## src/rtl/mux_arb_pkg.sv

```systemverilog
// Shared types and constants for the two-requester output arbiter.
package mux_arb_pkg;

    localparam int DEF_WIDTH     = 8;
    localparam int DEF_MAX_BURST = 4;
    localparam int CNT_W         = 4;

    localparam logic SRC_T = 1'b0;
    localparam logic SRC_E = 1'b1;

    typedef enum logic [1:0] {
        IDLE  = 2'd0,
        OWN_T = 2'd1,
        OWN_E = 2'd2
    } owner_e;

endpackage

```

## src/rtl/mux_arb_select.sv

```systemverilog
// Combinational grant selection: hold the current owner until its burst cap,
// otherwise grant by validity with the priority bit breaking ties.
module mux_arb_select
    import mux_arb_pkg::*;
#(
    parameter int MAX_BURST = DEF_MAX_BURST
) (
    input  owner_e           owner,
    input  logic [CNT_W-1:0] burst_cnt,
    input  logic             prio,
    input  logic             t_valid,
    input  logic             e_valid,
    output logic             sel_t,
    output logic             sel_e,
    output logic             hold
);

    logic under_cap;

    always_comb begin
        sel_t     = 1'b0;
        sel_e     = 1'b0;
        hold      = 1'b0;
        under_cap = burst_cnt < CNT_W'(MAX_BURST);
        if (owner == OWN_T && t_valid && under_cap) begin
            sel_t = 1'b1;
            hold  = 1'b1;
        end else if (owner == OWN_E && e_valid && under_cap) begin
            sel_e = 1'b1;
            hold  = 1'b1;
        end else if (t_valid && e_valid) begin
            sel_e = prio;
            sel_t = !prio;
        end else begin
            sel_t = t_valid;
            sel_e = e_valid;
        end
    end

endmodule

```

## src/rtl/mux2_arbiter.sv

```systemverilog
// Two-requester arbiter with bounded bursts feeding a one-entry output
// register; the register reloads in the same cycle it drains.
module mux2_arbiter
    import mux_arb_pkg::*;
#(
    parameter int WIDTH     = DEF_WIDTH,
    parameter int MAX_BURST = DEF_MAX_BURST
) (
    input  logic             clk,
    input  logic             rst,
    input  logic [WIDTH-1:0] t_data,
    input  logic             t_valid,
    output logic             t_ready,
    input  logic [WIDTH-1:0] e_data,
    input  logic             e_valid,
    output logic             e_ready,
    output logic [WIDTH-1:0] out_data,
    output logic             out_valid,
    input  logic             out_ready,
    output logic             out_src
);

    owner_e           owner_q, owner_d;
    logic [CNT_W-1:0] burst_cnt_q, burst_cnt_d;
    logic             prio_q, prio_d;
    logic [WIDTH-1:0] out_data_q, out_data_d;
    logic             out_src_q, out_src_d;
    logic             out_valid_q, out_valid_d;

    logic sel_t, sel_e, hold;
    logic load, xfer;

    mux_arb_select #(
        .MAX_BURST (MAX_BURST)
    ) u_select (
        .owner     (owner_q),
        .burst_cnt (burst_cnt_q),
        .prio      (prio_q),
        .t_valid   (t_valid),
        .e_valid   (e_valid),
        .sel_t     (sel_t),
        .sel_e     (sel_e),
        .hold      (hold)
    );

    always_comb begin
        owner_d     = owner_q;
        burst_cnt_d = burst_cnt_q;
        prio_d      = prio_q;
        out_data_d  = out_data_q;
        out_src_d   = out_src_q;
        out_valid_d = out_valid_q;
        load        = !out_valid_q || out_ready;
        xfer        = load && (sel_t || sel_e);
        if (load) begin
            if (xfer) begin
                out_valid_d = 1'b1;
                out_src_d   = sel_e ? SRC_E : SRC_T;
                out_data_d  = sel_e ? e_data : t_data;
                if (hold) begin
                    burst_cnt_d = burst_cnt_q + CNT_W'(1);
                end else begin
                    owner_d     = sel_e ? OWN_E : OWN_T;
                    burst_cnt_d = CNT_W'(1);
                    // Fresh grant hands preference to the other side.
                    prio_d      = sel_t;
                end
            end else begin
                owner_d     = IDLE;
                burst_cnt_d = '0;
                out_valid_d = 1'b0;
            end
        end
    end

    always_ff @(posedge clk) begin
        if (rst) begin
            owner_q     <= IDLE;
            burst_cnt_q <= '0;
            prio_q      <= 1'b0;
            out_data_q  <= '0;
            out_src_q   <= 1'b0;
            out_valid_q <= 1'b0;
        end else begin
            owner_q     <= owner_d;
            burst_cnt_q <= burst_cnt_d;
            prio_q      <= prio_d;
            out_data_q  <= out_data_d;
            out_src_q   <= out_src_d;
            out_valid_q <= out_valid_d;
        end
    end

    assign t_ready   = !rst && load && sel_t;
    assign e_ready   = !rst && load && sel_e;
    assign out_data  = out_data_q;
    assign out_valid = out_valid_q;
    assign out_src   = out_src_q;

endmodule

```

## config.mk

```make
export PLATFORM = sky130hd
export DESIGN_NAME = mux2_arbiter
export DESIGN_NICKNAME = d
export VERILOG_FILES = /design/src/rtl/mux_arb_pkg.sv /design/src/rtl/mux_arb_select.sv /design/src/rtl/mux2_arbiter.sv
export SDC_FILE = /design/constraint.sdc
export NUM_CORES = 1
export LEC_CHECK = 0
export ABC_AREA = 1
export ABC_CLOCK_PERIOD_IN_PS = 1700
export CORE_UTILIZATION = 47
export CTS_CLUSTER_SIZE = 14
export DETAILED_ROUTE_END_ITERATION = 8
export HOLD_SLACK_MARGIN = 0.12
export PLACE_DENSITY = 0.83
export REMOVE_ABC_BUFFERS = 1
export SLEW_MARGIN = 20
export SYNTH_ARGS = -nofsm -noshare
export SYNTH_HDL_FRONTEND = slang
export SYNTH_SLANG_ARGS = --single-unit
```

## constraint.sdc

```tcl
create_clock -name clk -period 1.7 [get_ports clk]
set_input_delay 0.255 -clock clk [delete_from_list [all_inputs] [get_ports clk]]
set_output_delay 0.255 -clock clk [all_outputs]
set_load 0.1 [all_outputs]
```

=== Word level (Yosys, flattened, before mapping) ===
Index checks and enable logic that the tools add are counted.

* Add/subtract/negate cells: 1
* $lt $le $gt $ge: 1
* Eq/ne operators: 3
* Multiplexer cells: 16
* Bitwise gates (word level): 1
* Reductions and logical operators: 17

{| class="wikitable"
|+ Operator list
! kind !! count
|-
| two-way mux 1 bit || 10
|-
| logical AND 1 bit || 9
|-
| two-way mux 4 bit || 2
|-
| two-way mux 8 bit || 1
|-
| two-way mux 2 bit || 3
|-
| adder 4 x 1 -> 4 bit (second input constant) || 1
|-
| less-than comparator 4 x 3 -> 1 bit (second input constant) || 1
|-
| AND reduction 2 bit || 2
|-
| logical NOT 1 bit || 3
|-
| AND reduction 3 bit || 1
|-
| equality test 2 x 1 -> 1 bit (second input constant) || 1
|-
| equality test 2 bit (second input constant) || 1
|-
| logical OR 1 bit || 2
|-
| != test 2 bit (second input constant) || 1
|-
| inverter 1 bit || 1
|}

* Register bits after elaboration: 17
* Bits of input ports: 21
* Output and inout port bits: 12
* Word-level logic and storage cells: 45

=== Longest topological paths before layout ===
* Word-level depth: 9
* Depth in mapped cells: 9
* Gate-level depth less buffers: 9

=== Cells and area by module ===
From an unflattened synthesis, not the netlist that was laid out.

* Cells, all modules: 139
* Area, all modules: 897.1 µm²

{| class="wikitable"
|+ By module, submodules not included
! module !! instances !! cells each !! area an instance (µm²) !! sequential area each (µm²)
|-
| mux2_arbiter || 1 || 122 || 823.3 || 340.3
|-
| mux_arb_select || 1 || 17 || 73.8 || 0.0
|}

=== Worst setup path after synthesis ===
Ideal clock, no wire load.

* Path type: reg2out
* Start: reg out_valid_q (netlist: out_valid)
* End: out t_ready
* Data arrival time: 3.129 ns
* Required time: 1.445 ns
* Path slack: -1.684 ns
* Stages on the path, launching flop included: 4
* Buffers on the path: 0
* Cell sequence: dfxtp_1 inv_1 nor2_2 a211oi_1

* Cells in the longest elaborated chain, start to end: 4

{| class="wikitable"
|+ Ends and longest elaborated chain
! element !! RTL line !! source
|-
| from (decl) || mux2_arbiter.sv:28 || <nowiki>logic out_valid_q, out_valid_d;</nowiki>
|-
| from (signal assigned) || mux2_arbiter.sv:90 || <nowiki>out_valid_q <= out_valid_d;</nowiki>
|-
| logical NOT 1 bit || mux2_arbiter.sv:53 || <nowiki>load = !out_valid_q || out_ready;</nowiki>
|-
| logical OR 1 bit || mux2_arbiter.sv:53 ||
|-
| logical AND 1 bit (2 in a row) || mux2_arbiter.sv:94 || <nowiki>assign t_ready = !rst && load && sel_t;</nowiki>
|-
| to (decl) || mux2_arbiter.sv:13 || <nowiki>output logic t_ready,</nowiki>
|}

Every way passes these cells.

=== Worst setup path after layout ===
* Start: reg burst_cnt_q[3]
* End: out t_ready

* Cells in the longest elaborated chain, start to end: 5
* Elaborated cells on any way between the ends: 6
* Those cells by class: order compare (1); mux (2); reduce/logical (3)

{| class="wikitable"
|+ Ends and longest elaborated chain
! element !! RTL line !! source
|-
| from (decl) || mux2_arbiter.sv:24 || <nowiki>logic [CNT_W-1:0] burst_cnt_q, burst_cnt_d;</nowiki>
|-
| from (signal assigned) || mux2_arbiter.sv:86 || <nowiki>burst_cnt_q <= burst_cnt_d;</nowiki>
|-
| less-than comparator 4 x 3 -> 1 bit (*) || mux_arb_select.sv:24 || <nowiki>under_cap = burst_cnt < CNT_W'(MAX_BURST);</nowiki>
|-
| logical AND 1 bit || mux_arb_select.sv:28 || <nowiki>end else if (owner == OWN_E && e_valid && under_cap) begin</nowiki>
|-
| two-way mux 1 bit || mux_arb_select.sv:28 ||
|-
| two-way mux 1 bit (*) || mux_arb_select.sv:25 || <nowiki>if (owner == OWN_T && t_valid && under_cap) begin</nowiki>
|-
| logical AND 1 bit (*) || mux2_arbiter.sv:94 ||
|}

Mark *: on every way between the ends. The rest lies on a longest branch, timed or not.

==> metrics.yaml <==
timing:
  skew_ns: 0.00436
  rsz0062_at_grt: "true"
  hold_viol: 0
  max_slew_margin_pct: 82.4
  min_period_ns: 1.79
  fin_ws_ns: -0.0861
  period_share_pct: 105
  setup-violations-final: 2
  maxSlewViolCount: 0
  tns_ns: -0.142
  max_freq_mhz: 560
  tightest_slew_ns: 0.261
worst_setup_path:
  cpPeakStageDelay_ns: 0.35
  r2r-start: "burst_cnt_q[3]"
  startpoint_type: "flop"
  cp-end-kind: "output port"
  crit_family: "flip-flops"
  crit_buf_inv: 2
  ff2ff_path_depth: 9
  rr_endpoint: "out_data[1]"
  cp.arrival_ns: 1.53
  required_ns: 1.44
  worst_path_max_delay_cell: "dfxtp_2"
  path_cells: "nor2_4 > nand3_4 > a211oi_2 > buf_4 > buf_12"
  cp.depth: 5
  crit_start: "burst_cnt_q[3]"
  crit_end: "t_ready"
  r2r_slack_ns: 0.05
  path_max_fanout: 4
  crit_type: "flop to output port"
placed_design:
  gp_congestion: 0.801
  dp_hpwl_mm: 1.95
  dp.cells: 189
  io_buffers: 32
layout:
  fin_nets: 198
  most-common-layout-cells: "nand2_1, buf_4, clkdlybuf4s50_1"
  antennaDiodeCount: 0
  syn2layout_area_growth_pct: 70.7
  drive_above_1_share_pct: 44.6
  mostFrequentLayoutCell: "nand2_1"
  fin_cells: 200
clock_network:
  htree_levels: 1
  cts_root_buf: "clkbuf_4"
  clock_path_buffers: 2
  clk_latency_ns: 0.30
  cts_tree: "built"
  numCtsBuffers: 3
  cts_sinks: 17
  clkTransAtPathRegs_ns: 0.10
  ctsHoldBuffers: 0
logic_synthesis:
  synth_ff_type: "dfxtp_1"
  synth_seq_cells: 17
  synth_area_um2: 947
  synthDistinctLibCells: 24
  yosys-top-cells-area: "dfxtp_1, nand2_1, a21oi_2"
  synth_sequential_area_ratio_pct: 35.9
  synth_top_area_share_pct: 35.9
  async_flop_share_pct: 0
  synth_edf_count: 0
  synth_area_per_cell_um2: 7.64
  synth_cells: 124
  yosysTopAreaCell: "dfxtp_1"
  ys_warn_count: 0
routing:
  dr.pass1.iters: 4
  drt_wl_total_mm: 3.60
  drcViolationCount: 0
  vias_per_cell: 5.66
  drtAntennaViolNets: 0
  post_drt_wl_per_cell_um: 18.0
  initialDrtViolationCount: 51
  vias: 1132
grt:
  grt_use_met3_pct: 2.69
  grt_pass1_vias: 1068
  top_usage_layer: "met2"
  grt_pass1_wl_mm: 4.80
  grt_overflow: 0
  use_met2_pct: 51.9
  grtUsageMet1_pct: 40.6
  grt_max_degree: 12
  antenna_found_initial: 0
  grt_usage_pct: 31.2
worst_hold_path:
  hold_path.class: "flop to flop"
power:
  p_per_area_mw_per_mm2: 976
  power_uw: 1580
  ir_drop_mv: 0.719
  power_leakage_uw: 0.000701
floorplanning:
  rows: 15
  core_area_mm2: 0.00180
  start_util_pct: 52.6
  dieHeight_um: 46.9
  die_area_mm2: 0.00220
  die_x_um: 46.9
  ioPinCount: 33
flow_run:
  cap_violations: 0
status:
  status: "complete, but fails checks"
  violations: "negative setup slack"
[worst min-delay path by stage]
stage | startpoint | endpoint | slack [ns] | cells past startpoint
floorplan | rst | burst_cnt_q[0] | 0.32 | 1
global placement | burst_cnt_q[1] | burst_cnt_q[1] | 0.46 | 2
detailed placement | burst_cnt_q[3] | burst_cnt_q[3] | 0.47 | 2
CTS | burst_cnt_q[3] | burst_cnt_q[3] | 0.47 | 2
global route | burst_cnt_q[3] | burst_cnt_q[3] | 0.51 | 2
finish | owner_q[1] | owner_q[1] | 0.51 | 2
[kinds of logic after synthesis]
| logic type | count (synthesis) | synth area share [%] |
|---|---|---|
| and+or+nand+nor | 73 | 39.5 |
| AOI/OAI and AO/OA | 19 | 14.7 |
| DFF | 17 | 35.9 |
| buffers and inverters | 13 | 7.66 |
| xor gates and xnor gates | 1 | 0.925 |
| adders and majority gates | 1 | 1.32 |
[flip-flops by register name, indices dropped and copies added (netlist names)]
register     cells
owner_q          2
prio_q           1
out_src          1
burst_cnt_q      4
out_valid        1
out_data         8
[routing by layer]
metal,wire length (um),share of wire (%)
met1,1350,38
met5,0,0
met2,1760,49
met3,364,10
met4,122,3.4
[per-stage QoR]
step / setup slack, ns / hold slack, ns / util, % / area, um2
final: -0.0861 / 0.512 / 89.7 / 1620
after global routing: -0.135 / 0.514 / 89.7 / 1620
after CTS: -0.0345 / 0.470 / 88.5 / 1600
after detailed placement: -0.238 / 0.466 / 81.8 / 1470
after global placement: -0.151 / 0.457 / 81.8 / 1470
after floorplan: -1.68 / 0.317 / - / 905
[tightest hold or removal path: stages, from the launching register on]
cell and delay, ns:
dfxtp_2 0.35, o21ai_0 0.07, a21oi_1 0.06
[cell usage after synthesis, types with 2 or more instances]
master	number
nand2_1	38
dfxtp_1	17
a21oi_2	11
nand2_2	11
nand3_1	11
a21oi_1	5
inv_1	5
inv_2	3
nor2_1	3
nand2_4	2
nand3_2	2
nand4_1	2
nor2_4	2
o21ai_0	2
[cell type report]
cell class | count | area, um2
Timing Repair Buffer | 52 | 601
Fill cell | 79 | 185
Tap cell | 25 | 31.3
Inverter | 8 | 36.3
Multi-Input combinational cell | 94 | 577
Clock buffer | 4 | 26.3
Sequential cell | 17 | 345
[power breakdown]
part | switching [uW] | internal [uW] | leakage (uW)
logic | 531 | 326 | 0.000544
clock network | 136 | 91.4 | 0.0000150
registers | 48.1 | 446 | 0.000142
total | 715 | 864 | 0.000701
[repair_timing]
action | 4_1_cts | 5_1_grt
pin swaps | 6 | 3
buffers inserted | 6 | 1
setup endpoints to repair | 2 | 4
resized for setup | 19 | 1
Power figures use the tool's default switching activity.
